[src/rtl/alu_pkg.sv]
// Shared ALU definitions: opcode constants, datapath width, output-register states.
// Latency: n/a (constants and types only).
// Backpressure: n/a.
package alu_pkg;

  localparam int ALU_W = 8;

  localparam logic [2:0] ALU_ADD = 3'd0;
  localparam logic [2:0] ALU_SUB = 3'd1;
  localparam logic [2:0] ALU_AND = 3'd2;
  localparam logic [2:0] ALU_OR  = 3'd3;
  localparam logic [2:0] ALU_XOR = 3'd4;
  localparam logic [2:0] ALU_NOT = 3'd5;
  localparam logic [2:0] ALU_SHL = 3'd6;
  localparam logic [2:0] ALU_SHR = 3'd7;

  // Output register occupancy.
  typedef enum logic {
    ST_EMPTY = 1'b0,
    ST_FULL  = 1'b1
  } out_state_e;

endpackage

[src/rtl/alu_arbiter_if.sv]
// Request/response bundle between NREQ requesters and the shared ALU arbiter.
// Latency: n/a (wiring only).
// Backpressure: per-requester valid/ready on the request side, valid/ready on the response side.
// Ports (slave = arbiter side):
//   req_valid/req_a/req_b/req_sel in, req_ready out; rsp_ready in, rsp_valid/rsp_result/rsp_id/op_count out.
interface alu_arbiter_if #(
  parameter int NREQ = 4,
  parameter int IDW  = 2
);

  logic [NREQ-1:0]   req_valid;
  logic [NREQ-1:0]   req_ready;
  logic [NREQ*8-1:0] req_a;
  logic [NREQ*8-1:0] req_b;
  logic [NREQ*3-1:0] req_sel;
  logic              rsp_valid;
  logic              rsp_ready;
  logic [7:0]        rsp_result;
  logic [IDW-1:0]    rsp_id;
  logic [15:0]       op_count;

  modport slave (
    input  req_valid, req_a, req_b, req_sel, rsp_ready,
    output req_ready, rsp_valid, rsp_result, rsp_id, op_count
  );

  modport master (
    output req_valid, req_a, req_b, req_sel, rsp_ready,
    input  req_ready, rsp_valid, rsp_result, rsp_id, op_count
  );

endinterface

[src/rtl/alu.sv]
// Purely combinational 8-bit ALU: add/sub wrap, logic ops, not-A, 1-bit zero-fill shifts of A.
// Latency: 0 cycles.
// Backpressure: none.
// Ports: a, b operands; sel opcode; y result.
module alu
  import alu_pkg::*;
(
  input  logic [ALU_W-1:0] a,
  input  logic [ALU_W-1:0] b,
  input  logic [2:0]       sel,
  output logic [ALU_W-1:0] y
);

  always_comb begin
    y = '0;
    case (sel)
      ALU_ADD: y = a + b;
      ALU_SUB: y = a - b;
      ALU_AND: y = a & b;
      ALU_OR:  y = a | b;
      ALU_XOR: y = a ^ b;
      ALU_NOT: y = ~a;
      ALU_SHL: y = {a[ALU_W-2:0], 1'b0};
      ALU_SHR: y = {1'b0, a[ALU_W-1:1]};
      default: y = '0;
    endcase
  end

endmodule

[src/rtl/alu_arbiter.sv]
// Round-robin arbiter sharing one ALU among NREQ requesters, with a one-deep result register.
// Latency: 1 cycle from request transfer to rsp_valid; one op per cycle while rsp_ready is high.
// Backpressure: req_ready is withheld while the result register is full and rsp_ready is low.
// Ports: clk, rst_n (async active-low); bus (alu_arbiter_if.slave) carries requests, response and op_count.
module alu_arbiter
  import alu_pkg::*;
#(
  parameter int NREQ = 4,
  parameter int IDW  = 2
) (
  input logic          clk,
  input logic          rst_n,
  alu_arbiter_if.slave bus
);

  logic [IDW-1:0]   last_grant;
  logic [IDW-1:0]   grant_idx;
  logic             grant_found;
  logic             can_issue;
  logic             xfer;
  logic [ALU_W-1:0] mux_a;
  logic [ALU_W-1:0] mux_b;
  logic [2:0]       mux_sel;
  logic [ALU_W-1:0] alu_y;
  logic [ALU_W-1:0] result_q;
  logic [IDW-1:0]   id_q;
  logic [15:0]      count_q;
  out_state_e       state;
  out_state_e       state_nxt;

  // (base + step) mod NREQ without relying on NREQ being a power of two.
  function automatic logic [IDW-1:0] rr_index(input logic [IDW-1:0] base, input int step);
    int sum;
    sum = int'(base) + step;
    if (sum >= NREQ) sum = sum - NREQ;
    return IDW'(sum);
  endfunction

  assign can_issue = (state == ST_EMPTY) || bus.rsp_ready;

  // Search starts one past the last winner; the last winner itself is checked last.
  always_comb begin
    grant_found = 1'b0;
    grant_idx   = '0;
    for (int k = 1; k <= NREQ; k++) begin
      if (!grant_found && bus.req_valid[rr_index(last_grant, k)]) begin
        grant_found = 1'b1;
        grant_idx   = rr_index(last_grant, k);
      end
    end
  end

  // rst_n gates ready so nothing looks accepted while reset is held.
  assign xfer = rst_n && can_issue && grant_found;

  always_comb begin
    bus.req_ready = '0;
    if (xfer) bus.req_ready[grant_idx] = 1'b1;
  end

  // Operand mux; deliberately independent of the ready path.
  always_comb begin
    mux_a   = '0;
    mux_b   = '0;
    mux_sel = '0;
    for (int i = 0; i < NREQ; i++) begin
      if (grant_idx == IDW'(i)) begin
        mux_a   = bus.req_a[i*ALU_W +: ALU_W];
        mux_b   = bus.req_b[i*ALU_W +: ALU_W];
        mux_sel = bus.req_sel[i*3 +: 3];
      end
    end
  end

  alu u_alu (
    .a   (mux_a),
    .b   (mux_b),
    .sel (mux_sel),
    .y   (alu_y)
  );

  always_ff @(posedge clk or negedge rst_n) begin
    if (!rst_n) state <= ST_EMPTY;
    else        state <= state_nxt;
  end

  always_comb begin
    state_nxt     = state;
    bus.rsp_valid = 1'b0;
    case (state)
      ST_EMPTY: begin
        if (xfer) state_nxt = ST_FULL;
      end
      ST_FULL: begin
        bus.rsp_valid = 1'b1;
        // A simultaneous transfer refills the register, so it stays FULL.
        if (!xfer && bus.rsp_ready) state_nxt = ST_EMPTY;
      end
      default: state_nxt = ST_EMPTY;
    endcase
  end

  always_ff @(posedge clk or negedge rst_n) begin
    if (!rst_n) begin
      last_grant <= IDW'(NREQ - 1);
      result_q   <= '0;
      id_q       <= '0;
      count_q    <= '0;
    end else if (xfer) begin
      last_grant <= grant_idx;
      result_q   <= alu_y;
      id_q       <= grant_idx;
      if (count_q != 16'hFFFF) count_q <= count_q + 16'd1;
    end
  end

  assign bus.rsp_result = result_q;
  assign bus.rsp_id     = id_q;
  assign bus.op_count   = count_q;

endmodule

[src/flat_wrapper.sv]
// flat-port wrapper written by rule: the top's interface ports become plain ports
module alu_arbiter_flat import alu_pkg::*;
#(
  parameter int NREQ = 4,
  parameter int IDW  = 2
)
  (clk, rst_n, bus_req_valid, bus_req_a, bus_req_b, bus_req_sel, bus_rsp_ready, bus_req_ready, bus_rsp_valid, bus_rsp_result, bus_rsp_id, bus_op_count);
  alu_arbiter_if #(.NREQ(NREQ), .IDW(IDW)) bus_i ();
  input logic clk;
  input logic rst_n;
  input wire logic [$bits(bus_i.req_valid)-1:0] bus_req_valid;
  input wire logic [$bits(bus_i.req_a)-1:0] bus_req_a;
  input wire logic [$bits(bus_i.req_b)-1:0] bus_req_b;
  input wire logic [$bits(bus_i.req_sel)-1:0] bus_req_sel;
  input wire logic [$bits(bus_i.rsp_ready)-1:0] bus_rsp_ready;
  output wire logic [$bits(bus_i.req_ready)-1:0] bus_req_ready;
  output wire logic [$bits(bus_i.rsp_valid)-1:0] bus_rsp_valid;
  output wire logic [$bits(bus_i.rsp_result)-1:0] bus_rsp_result;
  output wire logic [$bits(bus_i.rsp_id)-1:0] bus_rsp_id;
  output wire logic [$bits(bus_i.op_count)-1:0] bus_op_count;
  assign bus_i.req_valid = bus_req_valid;
  assign bus_i.req_a = bus_req_a;
  assign bus_i.req_b = bus_req_b;
  assign bus_i.req_sel = bus_req_sel;
  assign bus_i.rsp_ready = bus_rsp_ready;
  assign bus_req_ready = bus_i.req_ready;
  assign bus_rsp_valid = bus_i.rsp_valid;
  assign bus_rsp_result = bus_i.rsp_result;
  assign bus_rsp_id = bus_i.rsp_id;
  assign bus_op_count = bus_i.op_count;
  alu_arbiter #(.NREQ(NREQ), .IDW(IDW)) u_core (.clk(clk), .rst_n(rst_n), .bus(bus_i));
endmodule
[config.mk]
export PLATFORM = sky130hd
export DESIGN_NAME = alu_arbiter_flat
export DESIGN_NICKNAME = d
export VERILOG_FILES = /design/src/rtl/alu_pkg.sv /design/src/rtl/alu_arbiter_if.sv /design/src/rtl/alu.sv /design/src/rtl/alu_arbiter.sv /design/src/flat_wrapper.sv
export SDC_FILE = /design/constraint.sdc
export NUM_CORES = 1
export LEC_CHECK = 0
export BUFFER_PORTS_ARGS = -buffer_cell sky130_fd_sc_hd__buf_2
export CORE_AREA = 2 2 117 119
export CTS_CLUSTER_SIZE = 12
export DETAILED_ROUTE_END_ITERATION = 16
export DIE_AREA = 0 0 119 121
export PLACE_DENSITY_LB_ADDON = 0.05
export SETUP_SLACK_MARGIN = 0.4
export SYNTH_ARGS = -nofsm -noshare
export SYNTH_HDL_FRONTEND = slang
export SYNTH_SLANG_ARGS = --single-unit
[constraint.sdc]
create_clock -name clk -period 4.35 [get_ports clk]
set_input_delay 0.2175 -clock clk [delete_from_list [all_inputs] [get_ports clk]]
set_output_delay 0.2175 -clock clk [all_outputs]
set_load 0.05 [all_outputs]
# Word-level counts from Yosys, hierarchy flattened

Index checks and enable logic that the tools add are counted.

Flip-flop bits (word level): 29
Input bits: 83

Multiplexer cells: 40
Reduce and logical (&&, ||, !) cells: 15
Bitwise gates (word level): 5
Magnitude comparators: 10
$add $sub $neg: 11
Equal/unequal tests: 11

Operators with widths:

| cell                                                               | count |
|---|---|
| 2-to-1 mux 8 bit                                                   | 8 |
| case mux 8 bit (8 select lines)                                    | 1 |
| adder 16 x 1 -> 16 bit (second input constant)                     | 1 |
| 2-to-1 mux 2 bit                                                   | 8 |
| inequality test 16 bit (second input constant)                     | 1 |
| less-than comparator 2 x 3 -> 1 bit (second input constant)        | 5 |
| equality test 3 bit (second input constant)                        | 4 |
| 2-to-1 mux 1 bit                                                   | 12 |
| 2-to-1 mux 3 bit                                                   | 4 |
| greater-or-equal comparator 3 bit (second input constant)          | 3 |
| adder 8 bit                                                        | 1 |
| AND 8 bit                                                          | 1 |
| binary-select mux 1 bit (select 2 bit)                             | 4 |
| inverter 8 bit                                                     | 1 |
| OR 8 bit                                                           | 1 |
| subtractor 2 x 1 -> 2 bit (second input constant)                  | 4 |
| subtractor 8 bit                                                   | 1 |
| XOR 8 bit                                                          | 1 |
| logical AND 1 bit                                                  | 7 |
| adder 2 x 2 -> 3 bit (second input constant)                       | 2 |
| equality test 3 x 2 -> 1 bit (second input constant)               | 2 |
| adder 2 x 3 -> 4 bit (second input constant)                       | 1 |
| equality test 2 bit (second input constant)                        | 2 |
| greater-or-equal comparator 4 x 3 -> 1 bit (second input constant) | 1 |
| 13 further kinds                                                   | 16 |

# Depth between registers and ports, before layout

Gate-level depths: netlist (run 1).

Word-level depth: 22
Mapped depth: 20
Depth with buffers taken out: 18

# By module

From an unflattened synthesis (run 1), not the netlist that was laid out.

Cell total of the unflattened synthesis: 413
Area, all modules: 3128.0 sq um

Modules (own cells, without submodules):

| module      | area each (sq um) | instances | cells an instance |
|---|---|---|---|
| alu_arbiter | 1920.6            | 1         | 246 |
| alu         | 1207.4            | 1         | 167 |

# Worst setup path after synthesis (run 1)

OpenSTA, ideal clock, no wires.

Path kind: register to register
Start: register u_core.last_grant[1]
End: register u_core.result_q[7], in the netlist u_core.bus.rsp_result[7]
Arrival time: 3916 ps
Stages on the path, launching flop included: 20
Data required time: 4209 ps
Setup slack: 294 ps
Cells stage by stage: dfstp_2 buf_4 mux2i_1 o21a_2 a21boi_0 o22ai_1 nand2_1 nor2_1 mux2_1 inv_1 ha_1 nor2b_1 o21ai_0 nand2b_1 and2_1 o21ai_0 a21oi_1 xnor3_1 nand3_1 a31oi_1

Cells in the longest elaborated chain, start to end: 22
Elaborated cells between the ends (all ways): 70
Those cells by class: add/sub (10); order compare (4); eq/ne (10); mux (33); bitwise (4); reduce/logical (9)

Ends and longest elaborated chain:

| what                                                                           | RTL line           | source |
|---|---|---|
| start, declared                                                                | alu_arbiter.sv:16  | `logic [IDW-1:0] last_grant;` |
| start signal, assigned                                                         | alu_arbiter.sv:105 | `last_grant <= IDW'(NREQ - 1);` |
| start signal, assigned                                                         | alu_arbiter.sv:110 | `last_grant <= grant_idx;` |
| adder 2 x 1 -> 3 bit                                                           | alu_arbiter.sv:34  | `sum = int'(base) + step;` |
| greater-or-equal comparator 3 bit or subtractor 2 x 1 -> 2 bit (tied branches) | alu_arbiter.sv:35  | `if (sum >= NREQ) sum = sum - NREQ;` |
| 2-to-1 mux 2 bit                                                               | alu_arbiter.sv:35  |  |
| binary-select mux 1 bit (select 2 bit)                                         | alu_arbiter.sv:46  | `if (!grant_found && bus.req_valid[rr_index(last_grant, k)]) begin` |
| 2-to-1 mux 1 bit (not written as such)                                         | alu_arbiter.sv:46  |  |
| 2-to-1 mux 1 bit                                                               | alu_arbiter.sv:46  |  |
| zero test 1 bit                                                                | alu_arbiter.sv:46  |  |
| logical AND 1 bit                                                              | alu_arbiter.sv:46  |  |
| [3 not listed]                                                                 | --                 |  |
| 2-to-1 mux 1 bit                                                               | alu_arbiter.sv:46  |  |
| zero test 1 bit                                                                | alu_arbiter.sv:46  |  |
| logical AND 1 bit                                                              | alu_arbiter.sv:46  |  |
| 2-to-1 mux 2 bit                                                               | alu_arbiter.sv:46  |  |
| zero test 2 bit                                                                | alu_arbiter.sv:67  | `if (grant_idx == IDW'(i)) begin` |
| 2-to-1 mux 8 bit or 2-to-1 mux 3 bit (tied branches) (4 in a row)              | alu_arbiter.sv:67  |  |
| subtractor 8 bit (tied with other cells)                                       | alu.sv:18          | `ALU_SUB: y = a - b;` |
| case mux 8 bit (8 select lines)                                                | alu.sv:16          | `case (sel)` |
| end signal, assigned                                                           | alu_arbiter.sv:111 | `result_q <= alu_y;` |
| end, declared                                                                  | alu_arbiter.sv:25  | `logic [ALU_W-1:0] result_q;` |

Parallel ways exist; a longest one is shown, timed or not. The select of a mux whose other input is x is not followed.
A chain may end at the register's enable or synchronous reset.

# Worst setup path after layout (run 1)

Ends and elaborated chain as after synthesis.

==> flow_metrics.env, run 1 <==
export IMPL_worst_setup_path_type="flip-flop to flip-flop"
export IMPL_worst_pin_slew_ns=0.7946
export IMPL_synth_top_area_share_pct=20.83
export IMPL_dp_hpwl_um=8796
export IMPL_synth_cell_area_um2=3243
export IMPL_grtUsageMet2_pct=27.66
export IMPL_netlist_top_cells_area="dfrtp_1 (21%), ha_1 (9.3%), mux2i_1 (7.7%), xnor2_1 (5.7%), mux2_2 (3.5%)"
export IMPL_setup_violations=0
export IMPL_syn_nets=487
export IMPL_final_cell_count_no_fill=691
export IMPL_arrival_ns=3.97
export IMPL_drive_gt1_share_pct=39.22
export IMPL_cts_sinks=29
export IMPL_finalNetCount=622
export IMPL_tns_ns=0
export IMPL_clk_transition_reported_paths_ns=0.05
export IMPL_clock_skew_ns=0.001886
export IMPL_grt_util_all_layers_pct=15.33
export IMPL_cts_tree="built"
export IMPL_met3_usage_pct=1.504
export IMPL_relSlewSlack_pct=46.33
export IMPL_root_buffer="clkbuf_16"
export IMPL_grt_max_degree=30
export IMPL_synth_edf_count=0
export IMPL_clock_path_buffers=2
export IMPL_die_w_um=119
export IMPL_synth_top_area_cell="dfrtp_1"
export IMPL_rows=42
export IMPL_hold_path_class="primary input to flip-flop"
export IMPL_yosys_warnings=0
export IMPL_portBuffers=113
export IMPL_cap_violations=0
export IMPL_p_leak_nw=2.124
export IMPL_die_h_um=121
export IMPL_antenna_left=0
export IMPL_final_common_cell="buf_2"
export IMPL_worstSetupEndpointType="flip-flop"
export IMPL_regToRegSetupSlack_ns=0.57
export IMPL_routed_wl_um=10930
export IMPL_coreArea_um2=13090
export IMPL_utilization_pct=33.74
export IMPL_rsz0062_at_grt="yes"
export IMPL_drtIter0Drc=237
export IMPL_n_antenna_cell=0
export IMPL_vias=3332
export IMPL_htreeDepth=2
export IMPL_cp_max_fo=8
export IMPL_ios=114
export IMPL_place_inst=672
export IMPL_antenna_found_initial=0
export IMPL_holdWs_ns=0.2496
export IMPL_synthArstFlopShare_pct=100.0
export IMPL_syn_inst=379
export IMPL_fmax_ghz=0.2648
export IMPL_layout_common_cells="buf_2 (113), buf_4 (32), nand2_1 (29)"
export IMPL_clk_latency_ns=0.27
export IMPL_die_area_um2=14400
export IMPL_timing_final_crit_share_pct=86.81
export IMPL_ir_drop_mv=0.1718
export IMPL_seq_area_frac_synth_pct=22.45
export IMPL_routedWlPerCell_um=15.82
export IMPL_syn2layout_area_growth_pct=36.15
export IMPL_busiest_layer="met2"
export IMPL_grtUsageMet1_pct=19.71
export IMPL_finalMaxSlewViolations=0
export IMPL_start_util_pct=24.78
export IMPL_ys_ff_latch=29
export IMPL_startpoint_type="flip-flop"
export IMPL_routabilityCongestion=0.7743
export IMPL_synthFlopType="dfrtp_1"
export IMPL_cts_made_buffers=5
export IMPL_grt_pass1_wl_um=17570
export IMPL_drtPass1Iterations=4
export IMPL_overflow=0
export IMPL_avgSynthCellArea_um2=8.557
export IMPL_grt_pass1_vias=3374
export IMPL_final_hold_viol_count=0
export IMPL_ys_types=75
export IMPL_critical_path_required_ns=4.54
export IMPL_nFillCells=1394
export IMPL_fin_crit_ns=3.776
export IMPL_powerDensity_nw_per_um2=596.9
export IMPL_viasPerCell=4.822
export IMPL_status="finished clean"
export IMPL_drc=0
==> final timing paths <==
kind                                             to                 start  cells after the start
min in group asynchronous    u_core.bus.op_count[4]                 rst_n                      3
max in group asynchronous      u_core.last_grant[0]                 rst_n                      3
setup / recovery           u_core.bus.rsp_result[7]  u_core.last_grant[1]                     16
hold / removal                         u_core.state         bus_rsp_ready                      3
hold reg to reg                u_core.bus.rsp_id[1]  u_core.bus.rsp_id[1]                      2
setup reg to reg           u_core.bus.rsp_result[7]  u_core.last_grant[1]                     16
==> cell families (layout without fill, tap and decap cells) <==
family                     count (synthesis)  after routing  share of synthesized area [%]
buffers and inverters                     40            176                          5.478
muxes                                     39             39                          13.35
AOI/OAI and AO/OA                        116            116                          25.46
adders and majority gates                 25             25                          9.877
xor gates and xnor gates                  29             29                          8.256
DFF                                       29             29                          22.45
and+or+nand+nor                          101            101                          15.12
==> where the power goes <==
group	internal, W	total (W)	switching, W
Combinational	0.000762	0.00188	0.00111
Sequential	0.000347	0.000402	0.0000550
Clock	0.000242	0.000357	0.000115
Total	0.00135	0.00264	0.00129
==> flip-flops by register name, indices dropped and copies added, names as in the netlist <==
name	flops
u_core.bus.op_count	16
u_core.bus.rsp_id	2
u_core.bus.rsp_result	8
u_core.last_grant	2
u_core.state	1
==> final cells by class <==
cell class | instances | area [µm²] | share of cell area [%]
clock inverters | 1 | 5.005 | 0.1133
repair buffers | 146 | 815.8 | 18.48
well taps | 176 | 220.2 | 4.987
multi-input cells | 310 | 2411 | 54.60
clock buffers | 7 | 152.6 | 3.457
flip-flops and latches | 29 | 728.2 | 16.49
inverters | 22 | 82.58 | 1.870
==> metal layers <==
| metal | part of all wire [%] | vias up |
|---|---|---|
| met5 | 0 | - |
| met4 | 1.5 | 0 |
| met3 | 3.3 | 8 |
| met2 | 50 | 86 |
| met1 | 45 | 1571 |
| li1 | - | 1667 |
==> critical path, cell delays in order (launching register included) <==
cell and delay (ns):
dfstp_2 0.60, nand3b_1 0.20, o21a_2 0.20, nand2_4 0.14, mux4_2 0.54, buf_4 0.15, buf_4 0.14, nor2b_2 0.16
a41o_1 0.21, xnor2_1 0.12, ha_1 0.29, or2_2 0.28, a21oi_1 0.17, a21oi_2 0.05, xnor3_1 0.20, nand3_1 0.07
a31oi_1 0.16
==> stage by stage <==
stage / total power [W] / setup WS, ns / area, µm²
2_1_floorplan: 0.001720 / 0.4140 / 3269
5_1_grt: 0.002862 / 0.3437 / 4415
4_1_cts: 0.002599 / 0.4112 / 4359
6_report: 0.002636 / 0.5737 / 4415
3_3_place_gp: 0.002196 / 0.2465 / 4125
3_5_place_dp: 0.002196 / 0.1789 / 4125
==> cell usage after synthesis, types with 3 or more instances <==
library cell and n:
a2111oi_0 3, a211oi_1 4, a21boi_0 4, a21oi_1 14, a221oi_1 3, a22o_2 3
a31oi_1 5, and3_1 4, buf_2 7, buf_4 3, clkbuf_1 6, dfrtp_1 27
ha_1 24, inv_1 16, inv_2 6, mux2_2 10, mux2i_1 25, nand2_1 29
nand2b_1 7, nand3_1 5, nor2_1 30, nor2b_1 6, nor3_1 6, o211a_1 3
o211ai_1 10, o21a_1 3, o21ai_0 19, o21ai_1 9, o22ai_1 4, o32a_1 3
xnor2_1 21, xor2_1 7
==> repair_timing <==
action | 4_1_cts | 5_1_grt
setup endpoints to repair | 3 | 3
pin swaps | 2 | 7
gates resized for setup | 4 | 12
buffers inserted | 8 | 2
endpoints found under the hold margin | 27 | 0
hold buffers | 1 | 0
Power figures use the tool's default switching activity.
==> run 2: changes to the inputs <==
REMOVE_ABC_BUFFERS = 1   (was default)
==> flow_metrics.env, run 2 (synthesis gave the netlist of run 1 again) <==
export IMPL_clk_latency_ns=0.27
export IMPL_critical_path_buf_inv_count=3
export IMPL_worstSetupEndpointType="flip-flop"
export IMPL_rsz0062_at_grt="yes"
export IMPL_powerDensity_nw_per_um2=591.2
export IMPL_startpoint_type="flip-flop"
export IMPL_p_comb_share_pct=71.6
export IMPL_p_int_w=0.001320
export IMPL_multi_input_area_um2=2442
export IMPL_vias=3370
export IMPL_cts_tree="built"
export IMPL_cp_max_fo=4
export IMPL_relSlewSlack_pct=59.28
export IMPL_setup_violations=0
export IMPL_clk_transition_reported_paths_ns=0.06
export IMPL_r2r_worst_path_cells=19
export IMPL_cap_violations=0
export IMPL_routedWlPerCell_um=15.85
export IMPL_seq_area_um2=728.2
export IMPL_clock_skew_ns=0.004635
export IMPL_drive_gt1_share_pct=39.65
export IMPL_layout_common_cells="buf_2 (113), nand2_1 (28), nor2_1 (27), dfrtp_1 (27), buf_4 (26)"
export IMPL_finalMaxSlewViolations=0
export IMPL_grt_max_degree=30
export IMPL_status="finished clean"
export IMPL_arrival_ns=3.94
export IMPL_grt_pass1_vias=3455
export IMPL_rows=42
export IMPL_grt_util_all_layers_pct=15.42
export IMPL_slowest_stage="dfstp_2"
export IMPL_coreArea_um2=13090
export IMPL_critPathTopFamily="multiplexers"
export IMPL_timing_rr_start="u_core.last_grant[1]"
export IMPL_cts_made_buffers=5
export IMPL_worst_setup_path_type="flip-flop to flip-flop"
export IMPL_fmax_ghz=0.2675
export IMPL_final_cell_area_um2=4429
export IMPL_syn2layout_area_growth_pct=36.57
export IMPL_hold_path_class="primary input to flip-flop"
export IMPL_timing_rr_end="u_core.bus.rsp_result[7]"
export IMPL_nFillCells=1417
export IMPL_htreeDepth=2
export IMPL_die_w_um=119
export IMPL_clockPowerShare_pct=12.9
export IMPL_seq_power_share_pct=15.5
export IMPL_antenna_found_initial=0
export IMPL_overflow=0
export IMPL_ir_drop_mv=0.1765
export IMPL_whs_endpoint="u_core.state"
export IMPL_slowest_delay_ns=0.57
export IMPL_utilization_pct=33.85
export IMPL_dp_hpwl_um=8592
export IMPL_drtIter0Drc=189
export IMPL_p_sw_w=0.001298
export IMPL_final_hold_viol_count=0
export IMPL_largest_reg_flops=16
export IMPL_worst_pin_slew_ns=0.6085
export IMPL_cp_cell_sequence="buf_4, nand3b_1, o21a_2, nand2_4, mux4_2, inv_1, ha_4, mux2_4, inv_1, ha_1, nor2b_1, o21ai_1, nand2b_1, and2_4, o21ai_4, a21oi_2, xnor3_1, nand3_1, a31oi_1"
export IMPL_portBuffers=113
export IMPL_cts_sinks=29
export IMPL_hold_depth=3
export IMPL_routabilityCongestion=0.8276
export IMPL_hp_start="bus_rsp_ready"
export IMPL_root_buffer="clkbuf_16"
export IMPL_final_common_cell="buf_2"
export IMPL_regToRegSetupSlack_ns=0.61
export IMPL_p_leak_nw=2.118
export IMPL_routed_wl_um=10910
export IMPL_fin_crit_ns=3.739
export IMPL_ios=114
export IMPL_cpMostUsedCell="inv_1"
export IMPL_viasPerCell=4.898
export IMPL_n_antenna_cell=0
export IMPL_placed_cell_area_um2=4099
export IMPL_timing_final_crit_share_pct=85.95
export IMPL_die_area_um2=14400
export IMPL_p_sw_share_pct=49.58
export IMPL_die_h_um=121
export IMPL_critical_path_required_ns=4.55
export IMPL_grt_pass1_wl_um=17760
export IMPL_finalNetCount=619
export IMPL_clock_path_buffers=2
export IMPL_drc=0
export IMPL_drtPass1Iterations=6
export IMPL_start_util_pct=24.78
export IMPL_antenna_left=0
==> run 2: changes by cell type in the layout (fill, tap and decap cells not counted), moves of 2 or more <==
cell	delta
buf_4	-6
buf_6	+2
mux2i_2	+2
clkbuf_8	-2
==> run 2: how the worst max path moves through the flow <==
stage | start | endpoint | cells past startpoint
6_report | u_core.last_grant[1] | u_core.bus.rsp_result[7] | 19
5_1_grt | u_core.last_grant[1] | u_core.bus.rsp_result[7] | 19
4_1_cts | u_core.last_grant[1] | u_core.bus.rsp_result[7] | 19
3_5_place_dp | u_core.last_grant[0] | u_core.bus.rsp_result[7] | 18
3_3_place_gp | u_core.last_grant[0] | u_core.bus.rsp_result[7] | 18
2_1_floorplan | u_core.last_grant[1] | u_core.bus.rsp_result[7] | 18
==> run 2: area by class of cell <==
type	count	area share, %
clock inverters	3	0.3955
multi-input cells	310	55.14
well taps	176	4.972
repair buffers	143	18.36
inverters	22	1.864
clock buffers	5	2.825
flip-flops and latches	29	16.44
==> run 2: worst min-delay path, delay by kind of cell <==
kind,cells,cell delay [ns]
buf+inv,1,0.07
simple gates,2,0.18
==> run 2: layer usage <==
metal / vias up / part of all wire [%] / global-route usage [%]
li1: 1659 / - / -
met1: 1600 / 46 / 20.36
met2: 102 / 48 / 26.72
met3: 9 / 4.6 / 2.256
met4: 0 / 1.1 / 3.199
met5: - / 0 / 0
==> run 2: what timing repair did <==
action | in CTS | in global routing
endpoints found under the setup margin | 3 | 3
hold endpoints to repair | 27 | 0
hold buffers | 1 | 0
gates resized for setup | 8 | 19
pin swaps | 1 | 6
setup buffers | 5 | 2
==> run 2: power by group through the flow <==
stage	clock network (W)	logic [W]	registers, W
floorplan	0	0.00103	0.000646
global placement	0	0.00176	0.000420
detailed placement	0	0.00176	0.000419
CTS	0.000350	0.00182	0.000406
global route	0.000363	0.00207	0.000418
finish	0.000338	0.00187	0.000406
==> run 2: stage by stage <==
stage                     cells  worst slack (ns)  power, W  TNS [ns]  hold slack (ns)
after floorplan             361           -0.8132  0.001676    -2.554         -0.07809
after global placement      672            0.1634  0.002179         0           0.2869
after detailed placement    672          0.006680  0.002178         0           0.2825
after CTS                   686            0.4136  0.002578         0           0.2345
after global routing        688            0.3924  0.002849         0           0.2962
final                       688            0.6111  0.002619         0           0.2412
==> run 3: changes to the inputs <==
GPL_TIMING_DRIVEN = 0   (was default)
==> flow_metrics.env, run 3 (synthesis gave the netlist of run 1 again) <==
export IMPL_antenna_found_initial=0
export IMPL_die_w_um=119
export IMPL_cts_made_buffers=5
export IMPL_portBuffers=113
export IMPL_ios=114
export IMPL_drive_gt1_share_pct=43.83
export IMPL_clk_transition_reported_paths_ns=0.06
export IMPL_nFillCells=1402
export IMPL_p_leak_nw=2.222
export IMPL_start_util_pct=24.78
export IMPL_overflow=0
export IMPL_routed_wl_um=11730
export IMPL_worst_pin_slew_ns=1.215
export IMPL_final_hold_viol_count=0
export IMPL_grt_max_degree=31
export IMPL_fin_crit_ns=3.818
export IMPL_die_h_um=121
export IMPL_routabilityCongestion=0.7902
export IMPL_antenna_left=0
export IMPL_viasPerCell=4.910
export IMPL_relSlewSlack_pct=18.86
export IMPL_worst_setup_path_type="flip-flop to flip-flop"
export IMPL_routedWlPerCell_um=16.68
export IMPL_powerDensity_nw_per_um2=610.8
export IMPL_grt_util_all_layers_pct=16.39
export IMPL_rsz0062_at_grt="yes"
export IMPL_drtPass1Iterations=5
export IMPL_cts_tree="built"
export IMPL_layout_common_cells="buf_2 (113), buf_4 (38), nand2_1 (28)"
export IMPL_clock_skew_ns=0.006594
export IMPL_finalPower_w=0.002857
export IMPL_drtIter0Drc=150
export IMPL_utilization_pct=35.75
export IMPL_ir_drop_mv=0.1977
export IMPL_cap_violations=0
export IMPL_syn2layout_area_growth_pct=44.25
export IMPL_die_area_um2=14400
export IMPL_hold_path_class="primary input to async pin"
export IMPL_startpoint_type="flip-flop"
export IMPL_final_common_cell="buf_2"
export IMPL_largest_reg_flops=16
export IMPL_dp_hpwl_um=7784
export IMPL_clk_latency_ns=0.27
export IMPL_hold_buffers=0
export IMPL_htreeDepth=2
export IMPL_finalNetCount=634
export IMPL_grt_pass1_wl_um=18590
export IMPL_root_buffer="clkbuf_16"
export IMPL_clock_path_buffers=2
export IMPL_cts_sinks=29
export IMPL_cp_max_fo=7
export IMPL_rows=42
export IMPL_coreArea_um2=13090
export IMPL_arrival_ns=3.91
export IMPL_timing_final_crit_share_pct=87.78
export IMPL_drc=0
export IMPL_grt_pass1_vias=3575
export IMPL_n_antenna_cell=0
export IMPL_vias=3452
export IMPL_worstSetupEndpointType="flip-flop"
export IMPL_setup_violations=0
export IMPL_fmax_ghz=0.2619
export IMPL_fin_ws_ns=0.5318
export IMPL_status="finished clean"
export IMPL_pre_cts_ws_ns=-1.879
export IMPL_finalMaxSlewViolations=0
export IMPL_critical_path_required_ns=4.44
[run 3: cell count changes in the layout (fill, tap and decap cells not counted), sizes merged]
cell / before / now
clkinvlp: 1 / 0
dlygate4sd3: 1 / 0
buf: 142 / 154
clkbuf: 5 / 6
mux2: 11 / 12
nand2: 30 / 32
nor3: 8 / 9
[run 3: critical path: stages (launching register included)]
cell,delay [ns]
dfstp_2,0.62
mux2i_4,0.32
buf_6,0.15
o21ai_2,0.11
nor2_4,0.18
mux4_2,0.54
nor2b_2,0.19
a41o_1,0.25
xnor2_1,0.12
ha_1,0.31
or2_2,0.30
a21oi_2,0.15
a21oi_2,0.06
xnor3_1,0.18
nand3_1,0.09
a31oi_1,0.08
[run 3: per-layer routing]
| layer | routed length [µm] | GRT usage [%] | vias up | part of all wire [%] |
|---|---|---|---|---|
| met4 | 136 | 3.646 | 0 | 1.2 |
| met3 | 451 | 2.350 | 8 | 3.8 |
| met1 | 5660 | 21.81 | 1646 | 48 |
| met2 | 5480 | 28.13 | 103 | 47 |
| li1 | - | - | 1695 | - |
| met5 | 0 | 0 | - | 0 |
[run 3: per-stage QoR]
step | hold WS (ns) | cell area [µm²] | TNS [ns] | std cells
2_1_floorplan | -0.07809 | 3148 | -2.554 | 361
3_3_place_gp | 0.3327 | 3934 | -13.12 | 650
3_5_place_dp | 0.3373 | 3955 | -9.314 | 651
4_1_cts | 0.04484 | 4538 | 0 | 695
5_1_grt | 0.08179 | 4678 | 0 | 703
6_report | 0.009313 | 4678 | 0 | 703
[run 3: cell type report]
type                       count  area [µm²]  share of cell area, %
multi-input combinational    314        2620                  56.00
timing repair buffer         154       888.4                  18.99
sequential                    29       728.2                  15.57
tap                          176       220.2                  4.707
clock buffer                   6       128.9                  2.755
inverter                      22       82.58                  1.765
clock inverter                 2       10.01                 0.2140
[run 3: final timing paths]
| path | slack [ns] | endpoint | cells after the start | from |
|---|---|---|---|---|
| worst max-delay path | 0.53 | u_core.bus.rsp_result[7] | 15 | u_core.last_grant[1] |
| max in group asynchronous | 3.87 | u_core.bus.op_count[15] | 1 | rst_n |
| worst min register to register | 0.48 | u_core.bus.rsp_result[5] | 2 | u_core.bus.rsp_result[5] |
| worst min-delay path | 0.009 | u_core.state | 1 | rst_n |
| worst max register to register | 0.53 | u_core.bus.rsp_result[7] | 15 | u_core.last_grant[1] |
| min in group clk | 0.26 | u_core.state | 3 | bus_rsp_ready |
[run 3: timing repair]
action / CTS / global route
hold endpoints to repair: 0 / 0
buffers inserted: 32 / 8
gates cloned: 4 / 0
setup endpoints to repair: 8 / 3
pin swaps: 15 / 16
gates resized for setup: 37 / 19
[run 3: power by group]
group / switching [W] / total (W) / internal [W]
combinational: 0.00121 / 0.00212 / 0.000905
clock: 0.000121 / 0.000331 / 0.000210
sequential: 0.0000593 / 0.000407 / 0.000347
total: 0.00140 / 0.00286 / 0.00146
